[src/rtl/seg_scan_if.sv]
// Bus between a multiplexed 7-segment driver and the scan reader.
// The driver owns seg/dig_sel. The reader returns the decoded digits and the event pulses.
interface seg_scan_if #(
  parameter int unsigned NUM_DIGITS = 4
);
  logic [6:0]              seg;
  logic [NUM_DIGITS-1:0]   dig_sel;
  logic [4*NUM_DIGITS-1:0] value;
  logic [NUM_DIGITS-1:0]   digit_valid;
  logic                    upd;
  logic [1:0]              upd_idx;
  logic                    err;

  modport master (
    output seg, dig_sel,
    input  value, digit_valid, upd, upd_idx, err
  );

  modport slave (
    input  seg, dig_sel,
    output value, digit_valid, upd, upd_idx, err
  );
endinterface

[src/rtl/seg_scan_reader.sv]
// Loopback monitor for a multiplexed active-low 7-seg bus.
// It waits for each strobed pattern to settle, then decodes it back to a hex code per digit.
module seg_scan_reader #(
  parameter int unsigned NUM_DIGITS    = 4,
  parameter int unsigned STABLE_CYCLES = 4,
  parameter int unsigned CNT_W         = 3
) (
  input logic         clk,
  input logic         resetn,
  seg_scan_if.slave   bus
);
  localparam logic [CNT_W-1:0] CNT_MAX = CNT_W'(STABLE_CYCLES - 1);
  localparam logic [6:0]       BLANK   = 7'h7F;

  typedef enum logic [1:0] {IDLE, SETTLE, LOCKED} state_t;

  state_t                  state;
  state_t                  state_nxt;
  logic [6:0]              held_seg;
  logic [NUM_DIGITS-1:0]   held_sel;
  logic [CNT_W-1:0]        cnt;
  logic                    match_c;
  logic                    onehot_c;
  logic                    commit_c;
  logic [4:0]              dec_c;
  logic [1:0]              idx_c;

  logic [4*NUM_DIGITS-1:0] value_reg;
  logic [NUM_DIGITS-1:0]   valid_reg;
  logic                    upd_reg;
  logic                    err_reg;
  logic [1:0]              idx_reg;

  // Returns {legal, code} for an active-low segment pattern.
  function automatic logic [4:0] decode(input logic [6:0] s);
    case (s)
      7'h40:   decode = 5'h10;
      7'h79:   decode = 5'h11;
      7'h24:   decode = 5'h12;
      7'h30:   decode = 5'h13;
      7'h19:   decode = 5'h14;
      7'h12:   decode = 5'h15;
      7'h02:   decode = 5'h16;
      7'h78:   decode = 5'h17;
      7'h00:   decode = 5'h18;
      7'h10:   decode = 5'h19;
      7'h08:   decode = 5'h1A;
      7'h03:   decode = 5'h1B;
      7'h46:   decode = 5'h1C;
      7'h21:   decode = 5'h1D;
      7'h06:   decode = 5'h1E;
      7'h0E:   decode = 5'h1F;
      default: decode = 5'h00;
    endcase
  endfunction

  assign match_c  = (bus.seg == held_seg) && (bus.dig_sel == held_sel);
  assign onehot_c = (bus.dig_sel != '0) &&
                    ((bus.dig_sel & (bus.dig_sel - NUM_DIGITS'(1))) == '0);
  assign dec_c    = decode(held_seg);

  always_comb begin
    idx_c = 2'd0;
    for (int i = 0; i < NUM_DIGITS; i++) begin
      if (held_sel[i]) idx_c = 2'(i);
    end
  end

  // Stability window: restart on any change, otherwise count matches up to the commit point.
  always_ff @(posedge clk) begin
    if (!resetn) begin
      held_seg <= BLANK;
      held_sel <= '0;
      cnt      <= '0;
    end else if (!match_c) begin
      held_seg <= bus.seg;
      held_sel <= bus.dig_sel;
      cnt      <= '0;
    end else if (cnt != CNT_MAX) begin
      cnt <= cnt + CNT_W'(1);
    end
  end

  always_ff @(posedge clk) begin
    if (!resetn) state <= IDLE;
    else         state <= state_nxt;
  end

  // A change of input always takes priority over a commit in the same cycle.
  always_comb begin
    state_nxt = state;
    commit_c  = 1'b0;
    case (state)
      IDLE: begin
        if (onehot_c) state_nxt = SETTLE;
      end
      SETTLE: begin
        if (!match_c) begin
          state_nxt = onehot_c ? SETTLE : IDLE;
        end else if (cnt == CNT_MAX) begin
          state_nxt = LOCKED;
          commit_c  = 1'b1;
        end
      end
      LOCKED: begin
        if (!match_c) state_nxt = onehot_c ? SETTLE : IDLE;
      end
      default: state_nxt = IDLE;
    endcase
  end

  // Commit only touches the strobed digit; illegal patterns flag err instead of upd.
  always_ff @(posedge clk) begin
    if (!resetn) begin
      value_reg <= '0;
      valid_reg <= '0;
      upd_reg   <= 1'b0;
      err_reg   <= 1'b0;
      idx_reg   <= 2'd0;
    end else begin
      upd_reg <= 1'b0;
      err_reg <= 1'b0;
      if (commit_c) begin
        idx_reg <= idx_c;
        for (int i = 0; i < NUM_DIGITS; i++) begin
          if (held_sel[i]) begin
            if (dec_c[4]) begin
              value_reg[4*i +: 4] <= dec_c[3:0];
              valid_reg[i]        <= 1'b1;
            end else begin
              valid_reg[i]        <= 1'b0;
            end
          end
        end
        if (dec_c[4] || held_seg == BLANK) upd_reg <= 1'b1;
        else                               err_reg <= 1'b1;
      end
    end
  end

  assign bus.value       = value_reg;
  assign bus.digit_valid = valid_reg;
  assign bus.upd         = upd_reg;
  assign bus.err         = err_reg;
  assign bus.upd_idx     = idx_reg;
endmodule
[src/flat_wrapper.sv]
// flat-port wrapper written by rule: the top's interface ports become plain ports
module seg_scan_reader_flat 
#(
  parameter int unsigned NUM_DIGITS    = 4,
  parameter int unsigned STABLE_CYCLES = 4,
  parameter int unsigned CNT_W         = 3
)
  (clk, resetn, bus_seg, bus_dig_sel, bus_value, bus_digit_valid, bus_upd, bus_upd_idx, bus_err);
  seg_scan_if #(.NUM_DIGITS(NUM_DIGITS)) bus_i ();
  input logic clk;
  input logic resetn;
  input wire logic [$bits(bus_i.seg)-1:0] bus_seg;
  input wire logic [$bits(bus_i.dig_sel)-1:0] bus_dig_sel;
  output wire logic [$bits(bus_i.value)-1:0] bus_value;
  output wire logic [$bits(bus_i.digit_valid)-1:0] bus_digit_valid;
  output wire logic [$bits(bus_i.upd)-1:0] bus_upd;
  output wire logic [$bits(bus_i.upd_idx)-1:0] bus_upd_idx;
  output wire logic [$bits(bus_i.err)-1:0] bus_err;
  assign bus_i.seg = bus_seg;
  assign bus_i.dig_sel = bus_dig_sel;
  assign bus_value = bus_i.value;
  assign bus_digit_valid = bus_i.digit_valid;
  assign bus_upd = bus_i.upd;
  assign bus_upd_idx = bus_i.upd_idx;
  assign bus_err = bus_i.err;
  seg_scan_reader #(.NUM_DIGITS(NUM_DIGITS), .STABLE_CYCLES(STABLE_CYCLES), .CNT_W(CNT_W)) u_core (.clk(clk), .resetn(resetn), .bus(bus_i));
endmodule
[config.mk]
export PLATFORM = sky130hd
export DESIGN_NAME = seg_scan_reader_flat
export DESIGN_NICKNAME = d
export VERILOG_FILES = /design/src/rtl/seg_scan_if.sv /design/src/rtl/seg_scan_reader.sv /design/src/flat_wrapper.sv
export SDC_FILE = /design/constraint.sdc
export NUM_CORES = 1
export LEC_CHECK = 0
export BUFFER_PORTS_ARGS = -buffer_cell sky130_fd_sc_hd__clkbuf_2
export CORE_MARGIN = 2
export CORE_UTILIZATION = 50
export CTS_BUF_LIST = sky130_fd_sc_hd__clkbuf_16
export DETAILED_ROUTE_END_ITERATION = 6
export PLACE_DENSITY = 0.8
export SLEW_MARGIN = 5
export SYNTH_ARGS = -nofsm -noshare
export SYNTH_HDL_FRONTEND = slang
export SYNTH_SLANG_ARGS = --single-unit
[constraint.sdc]
create_clock -name clk -period 2 [get_ports clk]
set_input_delay 0.2 -clock clk [delete_from_list [all_inputs] [get_ports clk]]
set_output_delay 0.2 -clock clk [all_outputs]
set_load 0.02 [all_outputs]
==> results of run 1 <==
## power by group
group	internal [mW]	leakage [nW]	switching (mW)
Sequential	0.812	0.325	0.0201
Clock	0.448	0.0738	0.292
Combinational	0.0913	0.729	0.102
Total	1.35	1.13	0.414
## cells by family after synthesis
kind of cell / after synthesis
simple gates: 83
compound gates: 58
flops: 40
buf+inv: 23
xor+xnor: 15
mux: 8
fa+ha+maj: 2
## timing repair
item	4_1_cts	5_1_grt
pin swaps	5	1
buffers inserted	2	0
hold buffers	0	0
resized for setup	12	12
endpoints found under the setup margin	11	19
## stage by stage
stage	total power, mW	TNS (ns)	setup slack [ns]
after floorplan	0.960	0	0.0304
after global placement	1.02	-0.00549	-0.00549
after detailed placement	1.03	-0.258	-0.0685
after CTS	1.77	-0.00739	-0.00739
after global routing	1.83	-0.522	-0.0943
final	1.77	-0.0235	-0.0168
## cells in the mapped netlist, types with 2 or more instances
library cell	instances	share of area (%)
sky130_fd_sc_hd__a211oi_1	3	1.1
sky130_fd_sc_hd__nand2_1	22	4.0
sky130_fd_sc_hd__nand4_1	6	1.8
sky130_fd_sc_hd__o31ai_1	2	0.72
sky130_fd_sc_hd__o21a_1	5	1.8
sky130_fd_sc_hd__mux2i_1	8	3.8
sky130_fd_sc_hd__nor2_1	10	1.8
sky130_fd_sc_hd__a31oi_1	2	0.60
sky130_fd_sc_hd__inv_1	6	1.1
sky130_fd_sc_hd__o2111ai_1	6	2.5
sky130_fd_sc_hd__dfxtp_1	40	38
sky130_fd_sc_hd__xor2_1	4	1.7
sky130_fd_sc_hd__nor3b_1	3	1.1
sky130_fd_sc_hd__o21ai_0	16	3.8
sky130_fd_sc_hd__or3_1	2	0.60
sky130_fd_sc_hd__a21oi_1	7	1.7
sky130_fd_sc_hd__a311oi_4	2	2.5
sky130_fd_sc_hd__nand3_1	5	1.2
sky130_fd_sc_hd__xnor2_1	8	3.4
sky130_fd_sc_hd__nand2b_1	9	2.7
sky130_fd_sc_hd__a21boi_0	4	1.4
sky130_fd_sc_hd__a31o_2	2	0.84
sky130_fd_sc_hd__nor4_1	4	1.2
sky130_fd_sc_hd__ha_1	2	1.2
sky130_fd_sc_hd__buf_2	9	2.2
sky130_fd_sc_hd__nor4bb_1	5	2.4
sky130_fd_sc_hd__and2_1	5	1.5
sky130_fd_sc_hd__xnor2_2	3	2.3
sky130_fd_sc_hd__clkbuf_1	6	1.1
sky130_fd_sc_hd__nor3_1	5	1.2
## worst max path at each step
stage / start / endpoint / slack (ns) / cells past startpoint
floorplan: u_core.cnt[0] / u_core.bus.value[14] / 0.03 / 6
global placement: u_core.held_seg[3] / u_core.bus.value[14] / -0.005 / 6
detailed placement: u_core.held_seg[3] / u_core.bus.value[10] / -0.07 / 6
CTS: u_core.cnt[0] / u_core.bus.value[10] / -0.007 / 6
global route: u_core.held_seg[2] / u_core.bus.value[10] / -0.09 / 5
finish: u_core.held_sel[0] / u_core.bus.value[10] / -0.02 / 5
## per-layer routing
layer | vias up | routed length [um] | GRT usage [%]
li1 | 944 | - | -
met1 | 900 | 2370 | 32.0
met2 | 74 | 2300 | 36.9
met3 | 6 | 313 | 4.38
met4 | 0 | 51 | 7.25
met5 | - | 0 | 0
## worst max-delay path, delay by kind of cell, from the launching register on
| kind | cells | cell delay [ns] |
|---|---|---|
| xor+xnor | 1 | 0.25 |
| mux | 1 | 0.23 |
| compound gates | 1 | 0.41 |
| flops | 1 | 0.32 |
| simple gates | 2 | 0.74 |
## cell type report
cell class | instances | area (um^2)
Fill cell | 305 | 1320
Multi-Input combinational cell | 166 | 1240
Sequential cell | 40 | 810
Timing Repair Buffer | 63 | 408
Clock buffer | 5 | 125
Tap cell | 50 | 62.6
Inverter | 6 | 22.5
Clock inverter | 3 | 11.3
==> out/summary.txt, run 1 <==
MIN PATH
--------------------------------------------------------------------------------------------
Capture endpoint of the worst hold path                                         u_core.held_seg[2]
HP Start                                                                              resetn
Worst hold path type                                                                  in2reg
Instance count along the most critical hold path                                           2

TIMING
--------------------------------------------------------------------------------------------
Final hold slack                                                                    0.114 ns
Max-slew violation total from the final report                                             0
Achievable clock frequency                                                           496 MHz
Final setup skew                                                                  0.00256 ns
Remaining max-slew budget at the tightest pin                                          56.7%
Period utilisation layout                                                               101%
Slew @ Worst Pin                                                                    0.641 ns
Slack of the critical path                                                        -0.0168 ns
Final setup violation count                                                                2
Period minus WS final                                                                2.02 ns
Hold violation total from the final report                                                 0
Setup repair after global routing missed its margin                                     true

CLOCK NETWORK
--------------------------------------------------------------------------------------------
Insertion delay of the later-clocked pin in the worst-skew pair                      0.28 ns
Clock Root Buffer                                                               sky130_fd_sc_hd__clkbuf_16
CTS H-tree depth                                                                           2
Number of buffers created by CTS                                                           5
Clk buf depth                                                                              2
Sink count of the clock tree                                                              40
CTS clock-pin slew for the worst setup and hold paths                                0.06 ns
Clock tree from TritonCTS                                                              built

ROUTING
--------------------------------------------------------------------------------------------
Post-DR vias/cell                                                                       5.78
Count of antenna-violating nets left after detailed routing                                0
Residual DRC                                                                               0
Drt first pass iters                                                                       4
Total length of routed wires                                                         5.03 mm
Number of design-rule violations left by the first detailed-router iteration             103
Count of vias placed by the detailed router                                            1,924
Wire length per cell                                                                 15.1 um

GLOBAL ROUTE
--------------------------------------------------------------------------------------------
Largest net degree at the start of global routing                                         44
First-pass GRT wire length                                                           8.18 mm
Antenna violations before repair                                                           0
Remaining global-route overflow                                                            0
Overall track demand over capacity in global routing                                   23.3%
Vias in the first global route                                                         1,745

WORST SETUP PATH
--------------------------------------------------------------------------------------------
Critical path start-end classification                                               reg2reg
R2R cell count                                                                             5
Largest stage delay on the critical path                                             0.59 ns
Cell with the biggest individual delay on the critical path                     sky130_fd_sc_hd__or4_4
RR Endpoint                                                                     u_core.bus.value[10]
CP Data Required Time                                                                2.21 ns
Minimum setup slack among reg-to-reg paths                                          -0.02 ns
Element type at the critical path end                                              flip-flop
Worst EP arrival                                                                     2.22 ns
Worst path cell trace                                                           xnor2_1 > nand3_1 > or4_4 > a311oi_4 > mux2i_1
Critical Path Source Type                                                          flip-flop
Beginning of the worst register-to-register path                                u_core.held_sel[0]
Peak fanout along the critical path                                                        5

SYNTH
--------------------------------------------------------------------------------------------
Net count after synthesis                                                                244
Warnings from Yosys                                                                        0
Number of cells produced by synthesis                                                    229
Xor/xnor cell area share of the yosys netlist                                          7.39%
Part of the Yosys area used for sequential elements                                    38.4%
Dominant combinational cell family by area after synthesis                      simple AND/OR/NAND/NOR gates
Most frequently used flop master after synthesis                                sky130_fd_sc_hd__dfxtp_1
Async SR Flop Fraction                                                                    0%
Share of synthesized area spent on multiplexers                                        3.84%
Number of enable flip-flop cells after synthesis                                           0
Number of different library cells in the post-synthesis netlist                           48
Post-Synthesis Cell Area                                                           2080 um^2
Compound-cell area share of the yosys netlist                                          21.1%
Total of flip-flops plus latches after synthesis                                          40
Basic-gate share of the synthesized area counting and, or, nand and nor cells          22.8%
Post-Synth Adder-Cell Area                                                             1.20%
Mapped Avg Cell Area                                                               9.10 um^2

FLOORPLANNING
--------------------------------------------------------------------------------------------
Number of top-level design ports                                                          37
Area of the core                                                                   4000 um^2
Starting utilization of the core area                                                  52.1%
Die H                                                                                68.6 um
Die outline width                                                                    68.6 um
Num rows                                                                                  23
Die Outline Area                                                                   4700 um^2

POWER
--------------------------------------------------------------------------------------------
Pwr Density                                                                      658 nW/um^2
P_leak                                                                               1.13 nW
Worst vdd rail ir drop                                                              0.529 mV

FINISH
--------------------------------------------------------------------------------------------
Utilization after layout                                                               67.1%
Nets@finish                                                                              297
Number of flip-flops under the largest register name                                      16
Final design instance area without fill                                            2680 um^2
Area delta synth->final                                                                28.8%
Most frequent cells in the layout                                               sky130_fd_sc_hd__clkbuf_2, sky130_fd_sc_hd__dfxtp_1, sky130_fd_sc_hd__buf_4
Antenna diode count                                                                        0
Layout cells sized above 1                                                             33.9%
Most common cell after layout, fill and taps aside                              sky130_fd_sc_hd__clkbuf_2
Finished Layout Cells                                                                    333

PLACED DESIGN
--------------------------------------------------------------------------------------------
Port-buffer cells                                                                         36
Number of placed instances with taps included                                            323
Instance area after placement                                                      2450 um^2
GPL Wtd Cong                                                                           0.857
Detailed placement HPWL                                                              3.48 mm

OUTCOME
--------------------------------------------------------------------------------------------
Violations in the final reports                                                 negative setup slack
Outcome                                                                         finished, violations left

RUN
--------------------------------------------------------------------------------------------
Number of maximum-capacitance violations                                                   0

Note: power is estimated with default switching activity, not from simulation.
==> run 2, diff against run 1 <==
--- a/config.mk
+++ b/config.mk
@@ -11,7 +11,9 @@
 export CTS_BUF_LIST = sky130_fd_sc_hd__clkbuf_16
 export DETAILED_ROUTE_END_ITERATION = 6
 export PLACE_DENSITY = 0.8
-export SLEW_MARGIN = 5
+export RECOVER_POWER = 50
+export SETUP_SLACK_MARGIN = 0.4
+export SLEW_MARGIN = 20
 export SYNTH_ARGS = -nofsm -noshare
 export SYNTH_HDL_FRONTEND = slang
 export SYNTH_SLANG_ARGS = --single-unit
==> run 2 against run 1 <==
The run now ends clean. Hold slack better by 0.043 ns. First-iteration DRC count is 50% higher. Via count is 6.6% higher. Power is 4.5% higher. Maximum frequency is 4.7% higher. Clock power is 1% higher. Design area is 12% higher. Register-to-register slack better by 0.09 ns. Final cell count is 2.7% higher. Global-route usage is 2.3 points higher. Clock skew is 0.0027 ns higher. Largest power group unchanged.
==> out/summary.txt, run 2 (synthesized netlist as in run 1, its figures left out) <==
ROUTING
-------------------------------------------------------------------------------------------
Wire length per cell                                                                18.1 um
Post-DR vias/cell                                                                      6.00
Count of antenna-violating nets left after detailed routing                               0
Residual DRC                                                                              0
Drt first pass iters                                                                      4
Count of vias placed by the detailed router                                           2,051
Number of design-rule violations left by the first detailed-router iteration            154
Total length of routed wires                                                        6.20 mm

PLACED DESIGN
-------------------------------------------------------------------------------------------
Post-Place Setup Slack                                                           -0.0232 ns
Port-buffer cells                                                                        36
Detailed placement HPWL                                                             3.70 mm
GPL Wtd Cong                                                                          0.852

WORST SETUP PATH
-------------------------------------------------------------------------------------------
Peak fanout along the critical path                                                       9
CP Data Required Time                                                               2.21 ns
Element type at the critical path end                                             flip-flop
Minimum setup slack among reg-to-reg paths                                          0.07 ns
Cell with the biggest individual delay on the critical path                    sky130_fd_sc_hd__a311oi_4
Largest stage delay on the critical path                                            0.42 ns
Critical Path Source Type                                                         flip-flop
Critical path start-end classification                                              reg2reg
Worst path cell trace                                                          buf_6 > nor4bb_4 > a22oi_2 > and2_4 > a311oi_4 > mux2i_1
Worst EP arrival                                                                    2.14 ns

FLOORPLANNING
-------------------------------------------------------------------------------------------
Number of top-level design ports                                                         37
Starting utilization of the core area                                                 52.1%
Area of the core                                                                  4000 um^2
Num rows                                                                                 23
Die Outline Area                                                                  4700 um^2
Die outline width                                                                   68.6 um
Die H                                                                               68.6 um

CLOCK NETWORK
-------------------------------------------------------------------------------------------
Number of buffers created by CTS                                                          5
Insertion delay of the later-clocked pin in the worst-skew pair                     0.28 ns
Hold-fix buffer count after cts                                                           0
CTS H-tree depth                                                                          2
CTS clock-pin slew for the worst setup and hold paths                               0.06 ns
Clock tree from TritonCTS                                                             built
Sink count of the clock tree                                                             40
Clock Root Buffer                                                              sky130_fd_sc_hd__clkbuf_16
Clk buf depth                                                                             2

TIMING
-------------------------------------------------------------------------------------------
Period utilisation layout                                                             96.3%
Hold violation total from the final report                                                0
Max-slew violation total from the final report                                            0
Setup repair after global routing missed its margin                                    true
Final setup violation count                                                               0
Remaining max-slew budget at the tightest pin                                         36.8%
Final setup skew                                                                 0.00526 ns
Slack of the critical path                                                        0.0744 ns
Slew @ Worst Pin                                                                   0.949 ns
Achievable clock frequency                                                          519 MHz
TNS Setup                                                                              0 ns
Period minus WS final                                                               1.93 ns

RUN
-------------------------------------------------------------------------------------------
Number of maximum-capacitance violations                                                  0

POWER
-------------------------------------------------------------------------------------------
Pwr Density                                                                     612 nW/um^2
P_leak                                                                              1.29 nW
Worst vdd rail ir drop                                                             0.659 mV

GLOBAL ROUTE
-------------------------------------------------------------------------------------------
First-pass GRT wire length                                                          8.83 mm
Global-route track usage on met3                                                      5.68%
Remaining global-route overflow                                                           0
GR Util met1                                                                          34.1%
Antenna violations before repair                                                          0
Grt met2 use                                                                          40.1%
Largest net degree at the start of global routing                                        23
GRT busiest layer                                                                      met2
Vias in the first global route                                                        1,816
Overall track demand over capacity in global routing                                  25.6%

FINISH
-------------------------------------------------------------------------------------------
Most common cell after layout, fill and taps aside                             sky130_fd_sc_hd__dfxtp_1
Number of flip-flops under the largest register name                                     16
Most frequent cells in the layout                                              sky130_fd_sc_hd__dfxtp_1, sky130_fd_sc_hd__buf_4, sky130_fd_sc_hd__clkbuf_1
Nets@finish                                                                             307
Area delta synth->final                                                               44.6%
Antenna diode count                                                                       0
Layout cells sized above 1                                                            36.6%
Filler cells                                                                            261

MIN PATH
-------------------------------------------------------------------------------------------
Worst hold path type                                                                 in2reg

OUTCOME
-------------------------------------------------------------------------------------------
Outcome                                                                        finished, final reports clean

==> run 2: where the power goes <==
| group | total [mW] | internal, mW | switching [mW] |
|---|---|---|---|
| logic | 0.262 | 0.123 | 0.139 |
| clock network | 0.750 | 0.448 | 0.302 |
| registers | 0.834 | 0.811 | 0.0229 |
==> run 2: repair_timing <==
item / 4_1_cts / 5_1_grt
setup endpoints to repair: 27 / 25
pin swaps: 16 / 16
gates resized for setup: 31 / 29
cloned: 1 / 0
setup buffers: 7 / 8
==> run 2: metal layers <==
metal / part of all wire (%) / vias up
met2: 50 / 91
met5: 0 / -
met3: 6.3 / 15
met1: 41 / 989
met4: 2.1 / 0
li1: - / 956
==> run 2: worst paths after layout <==
kind                        startpoint              endpoint  depth (start not counted)
setup reg to reg    u_core.held_seg[4]  u_core.bus.value[10]                          6
setup / recovery    u_core.held_seg[4]  u_core.bus.value[10]                          6
hold / removal              bus_seg[6]    u_core.held_seg[6]                          2
hold reg to reg   u_core.bus.value[10]  u_core.bus.value[10]                          2
==> run 2: worst max-delay path, delay by kind of cell, from the launching register on <==
| kind | cells | cell delay, ns |
|---|---|---|
| AOI/OAI and AO/OA | 2 | 0.55 |
| buffers and inverters | 1 | 0.16 |
| DFF | 1 | 0.37 |
| muxes | 1 | 0.21 |
| and+or+nand+nor | 2 | 0.55 |
==> run 2: stage by stage <==
| step | hold WS (ns) | power, mW | util (%) | instances | instance area [um^2] |
|---|---|---|---|---|---|
| 2_1_floorplan | 0.301 | 0.973 | - | 229 | 2190 |
| 3_3_place_gp | 0.417 | 1.03 | 62.8 | 319 | 2510 |
| 3_5_place_dp | 0.423 | 1.04 | 62.8 | 319 | 2510 |
| 4_1_cts | 0.129 | 1.80 | 71.0 | 334 | 2840 |
| 5_1_grt | 0.172 | 1.90 | 75.3 | 342 | 3010 |
| 6_report | 0.156 | 1.85 | 75.3 | 342 | 3010 |
==> run 2: area by class of cell <==
class	instances	area, um^2	area share, %
sequential	40	820	27.2
timing repair buffer	73	473	15.7
tap	50	62.6	2.08
clock inverter	2	8.76	0.291
inverter	6	22.5	0.748
multi-input combinational	166	1500	49.8
clock buffer	5	125	4.15
==> run 3, diff against run 2 <==
--- a/config.mk
+++ b/config.mk
@@ -10,6 +10,7 @@
 export CORE_UTILIZATION = 50
 export CTS_BUF_LIST = sky130_fd_sc_hd__clkbuf_16
 export DETAILED_ROUTE_END_ITERATION = 6
+export MAX_ROUTING_LAYER = met4
 export PLACE_DENSITY = 0.8
 export RECOVER_POWER = 50
 export SETUP_SLACK_MARGIN = 0.4
==> run 3 against run 2 <==
Final cell count unchanged. Register-to-register slack got worse by 0.02 ns. Hold slack got worse by 0.0028 ns. Count of clock-buffer cells in the layout unchanged. Sequential share of layout area unchanged. Die area unchanged. Clock power increased by 0.9%. Global-route usage increased by 0.79 points. Sequential power about the same. Design area unchanged. Worst setup slack got worse by 0.024 ns.
==> out/summary.txt, run 3 (synthesized netlist as in run 1, its figures left out) <==
OUTCOME
-------------------------------------------------------------------------------------------
Outcome                                                                        finished, final reports clean

GLOBAL ROUTE
-------------------------------------------------------------------------------------------
First-pass GRT wire length                                                          8.84 mm
Remaining global-route overflow                                                           0
Overall track demand over capacity in global routing                                  26.4%
Antenna violations before repair                                                          0
Largest net degree at the start of global routing                                        23
Vias in the first global route                                                        1,820

TIMING
-------------------------------------------------------------------------------------------
Slew @ Worst Pin                                                                   0.946 ns
Final hold slack                                                                   0.154 ns
Period minus WS final                                                               1.95 ns
Final setup skew                                                                 0.00477 ns
Period utilisation layout                                                             97.5%
Hold violation total from the final report                                                0
Slack of the critical path                                                        0.0499 ns
Setup repair after global routing missed its margin                                    true
Final setup violation count                                                               0
Achievable clock frequency                                                          513 MHz
Remaining max-slew budget at the tightest pin                                         36.9%
Max-slew violation total from the final report                                            0

CLOCK NETWORK
-------------------------------------------------------------------------------------------
CTS H-tree depth                                                                          2
Clock Root Buffer                                                              sky130_fd_sc_hd__clkbuf_16
CTS clock-pin slew for the worst setup and hold paths                               0.06 ns
Insertion delay of the later-clocked pin in the worst-skew pair                     0.28 ns
Clock tree from TritonCTS                                                             built
Clk buf depth                                                                             2
Number of buffers created by CTS                                                          5
Hold-fix buffer count after cts                                                           0
Sink count of the clock tree                                                             40

WORST SETUP PATH
-------------------------------------------------------------------------------------------
Critical path buffer and inverter count                                                   1
CP Data Required Time                                                               2.21 ns
Critical path start-end classification                                              reg2reg
Cell with the biggest individual delay on the critical path                    sky130_fd_sc_hd__a311oi_4
RR Endpoint                                                                    u_core.bus.value[10]
Critical Path Source Type                                                         flip-flop
Worst path cell trace                                                          buf_6 > nor4bb_4 > a22oi_2 > and2_4 > a311oi_4 > mux2i_1
R2R cell count                                                                            6
Beginning of the worst register-to-register path                               u_core.held_seg[4]
Element type at the critical path end                                             flip-flop
Minimum setup slack among reg-to-reg paths                                          0.05 ns
Worst EP arrival                                                                    2.16 ns
Largest delay contributor family on the critical path                          simple AND/OR/NAND/NOR gates
Number of logic stages on the critical path including buffering                           6
Peak fanout along the critical path                                                       9
Largest stage delay on the critical path                                            0.42 ns

FINISH
-------------------------------------------------------------------------------------------
Nets@finish                                                                             307
Most common cell after layout, fill and taps aside                             sky130_fd_sc_hd__dfxtp_1
Final design instance area without fill                                           3010 um^2
Finished Layout Cells                                                                   342
Filler cells                                                                            261
Number of flip-flops under the largest register name                                     16
Most frequent cells in the layout                                              sky130_fd_sc_hd__dfxtp_1, sky130_fd_sc_hd__buf_4, sky130_fd_sc_hd__clkbuf_1
Antenna diode count                                                                       0
Area delta synth->final                                                               44.6%
Layout cells sized above 1                                                            36.6%

PLACED DESIGN
-------------------------------------------------------------------------------------------
Post-Place Setup Slack                                                           -0.0232 ns
Number of placed instances with taps included                                           319
GPL Wtd Cong                                                                          0.865
Port-buffer cells                                                                        36
Instance area after placement                                                     2510 um^2
Detailed placement HPWL                                                             3.70 mm

MIN PATH
-------------------------------------------------------------------------------------------
Worst hold path type                                                                 in2reg
Capture endpoint of the worst hold path                                        u_core.held_seg[6]
Instance count along the most critical hold path                                          2
HP Start                                                                         bus_seg[6]

ROUTING
-------------------------------------------------------------------------------------------
Residual DRC                                                                              0
Total length of routed wires                                                        6.24 mm
Wire length per cell                                                                18.2 um
Number of design-rule violations left by the first detailed-router iteration            154
Post-DR vias/cell                                                                      5.96
Drt first pass iters                                                                      4
Count of vias placed by the detailed router                                           2,040
Count of antenna-violating nets left after detailed routing                               0

FLOORPLANNING
-------------------------------------------------------------------------------------------
Starting utilization of the core area                                                 52.1%
Die Outline Area                                                                  4700 um^2
Die H                                                                               68.6 um
Number of top-level design ports                                                         37
Num rows                                                                                 23
Die outline width                                                                   68.6 um
Area of the core                                                                  4000 um^2

POWER
-------------------------------------------------------------------------------------------
Total power                                                                         1.85 mW
Share of total power in the clock network                                             40.9%
Power share of the combinational group                                                14.1%
Internal Pwr Total                                                                  1.38 mW
P_leak                                                                              1.29 nW
Pwr Density                                                                     615 nW/um^2
Net Switching                                                                        471 uW
Worst vdd rail ir drop                                                             0.660 mV
Sequential cell fraction of total power                                               45.0%
Net switching fraction of the power                                                   25.4%

RUN
-------------------------------------------------------------------------------------------
Number of maximum-capacitance violations                                                  0

[run 3: cell counts in the layout (fill, tap and decap cells not counted)]
Identical to the previous run, type by type.
[run 3: layout make-up]
cell class	instances	area [um^2]	share of cell area, %
clock inverter	2	8.76	0.291
timing repair buffer	73	473	15.7
clock buffer	5	125	4.15
multi-input combinational	166	1500	49.8
inverter	6	22.5	0.748
sequential	40	820	27.2
tap	50	62.6	2.08
[run 3: worst register-to-register path, stage by stage, from the launching register on]
cell	delay, ns
sky130_fd_sc_hd__dfxtp_2	0.38
sky130_fd_sc_hd__buf_6	0.17
sky130_fd_sc_hd__nor4bb_4	0.35
sky130_fd_sc_hd__a22oi_2	0.14
sky130_fd_sc_hd__and2_4	0.21
sky130_fd_sc_hd__a311oi_4	0.42
sky130_fd_sc_hd__mux2i_1	0.22
[run 3: repair_timing]
item | 4_1_cts | 5_1_grt
buffers inserted | 7 | 8
hold endpoints to repair | 0 | 0
pin swaps | 16 | 16
gates resized for setup | 31 | 29
setup endpoints to repair | 27 | 25
gates cloned | 1 | 0
[run 3: how the worst max path moves through the flow]
| stage | slack (ns) | endpoint | start |
|---|---|---|---|
| 2_1_floorplan | 0.10 | u_core.bus.value[10] | u_core.cnt[1] |
| 3_3_place_gp | 0.06 | u_core.bus.value[10] | u_core.held_seg[2] |
| 3_5_place_dp | -0.02 | u_core.bus.value[12] | u_core.held_seg[4] |
| 4_1_cts | 0.07 | u_core.bus.value[14] | u_core.cnt[1] |
| 5_1_grt | 0.02 | u_core.bus.value[12] | u_core.held_seg[4] |
| 6_report | 0.05 | u_core.bus.value[10] | u_core.held_seg[4] |
[run 3: per-stage QoR]
step | setup TNS (ns) | util [%]
2_1_floorplan | 0 | -
3_3_place_gp | 0 | 62.8
3_5_place_dp | -0.0232 | 62.8
4_1_cts | 0 | 71.0
5_1_grt | 0 | 75.3
6_report | 0 | 75.3
[run 3: layer usage]
layer  global-route usage [%]  vias up  wire length, um
met4                     10.3        0              110
met2                     40.1       78             3150
met5                        -        -                0
met3                     5.68       12              361
li1                         -      965                -
met1                     34.3      985             2620
[run 3: power by group through the flow]
stage / Sequential [mW] / Combinational, mW / Clock [mW]
after floorplan: 0.839 / 0.134 / 0
after global placement: 0.846 / 0.186 / 0
after detailed placement: 0.847 / 0.191 / 0
after CTS: 0.831 / 0.213 / 0.761
after global routing: 0.835 / 0.275 / 0.787
final: 0.833 / 0.262 / 0.757
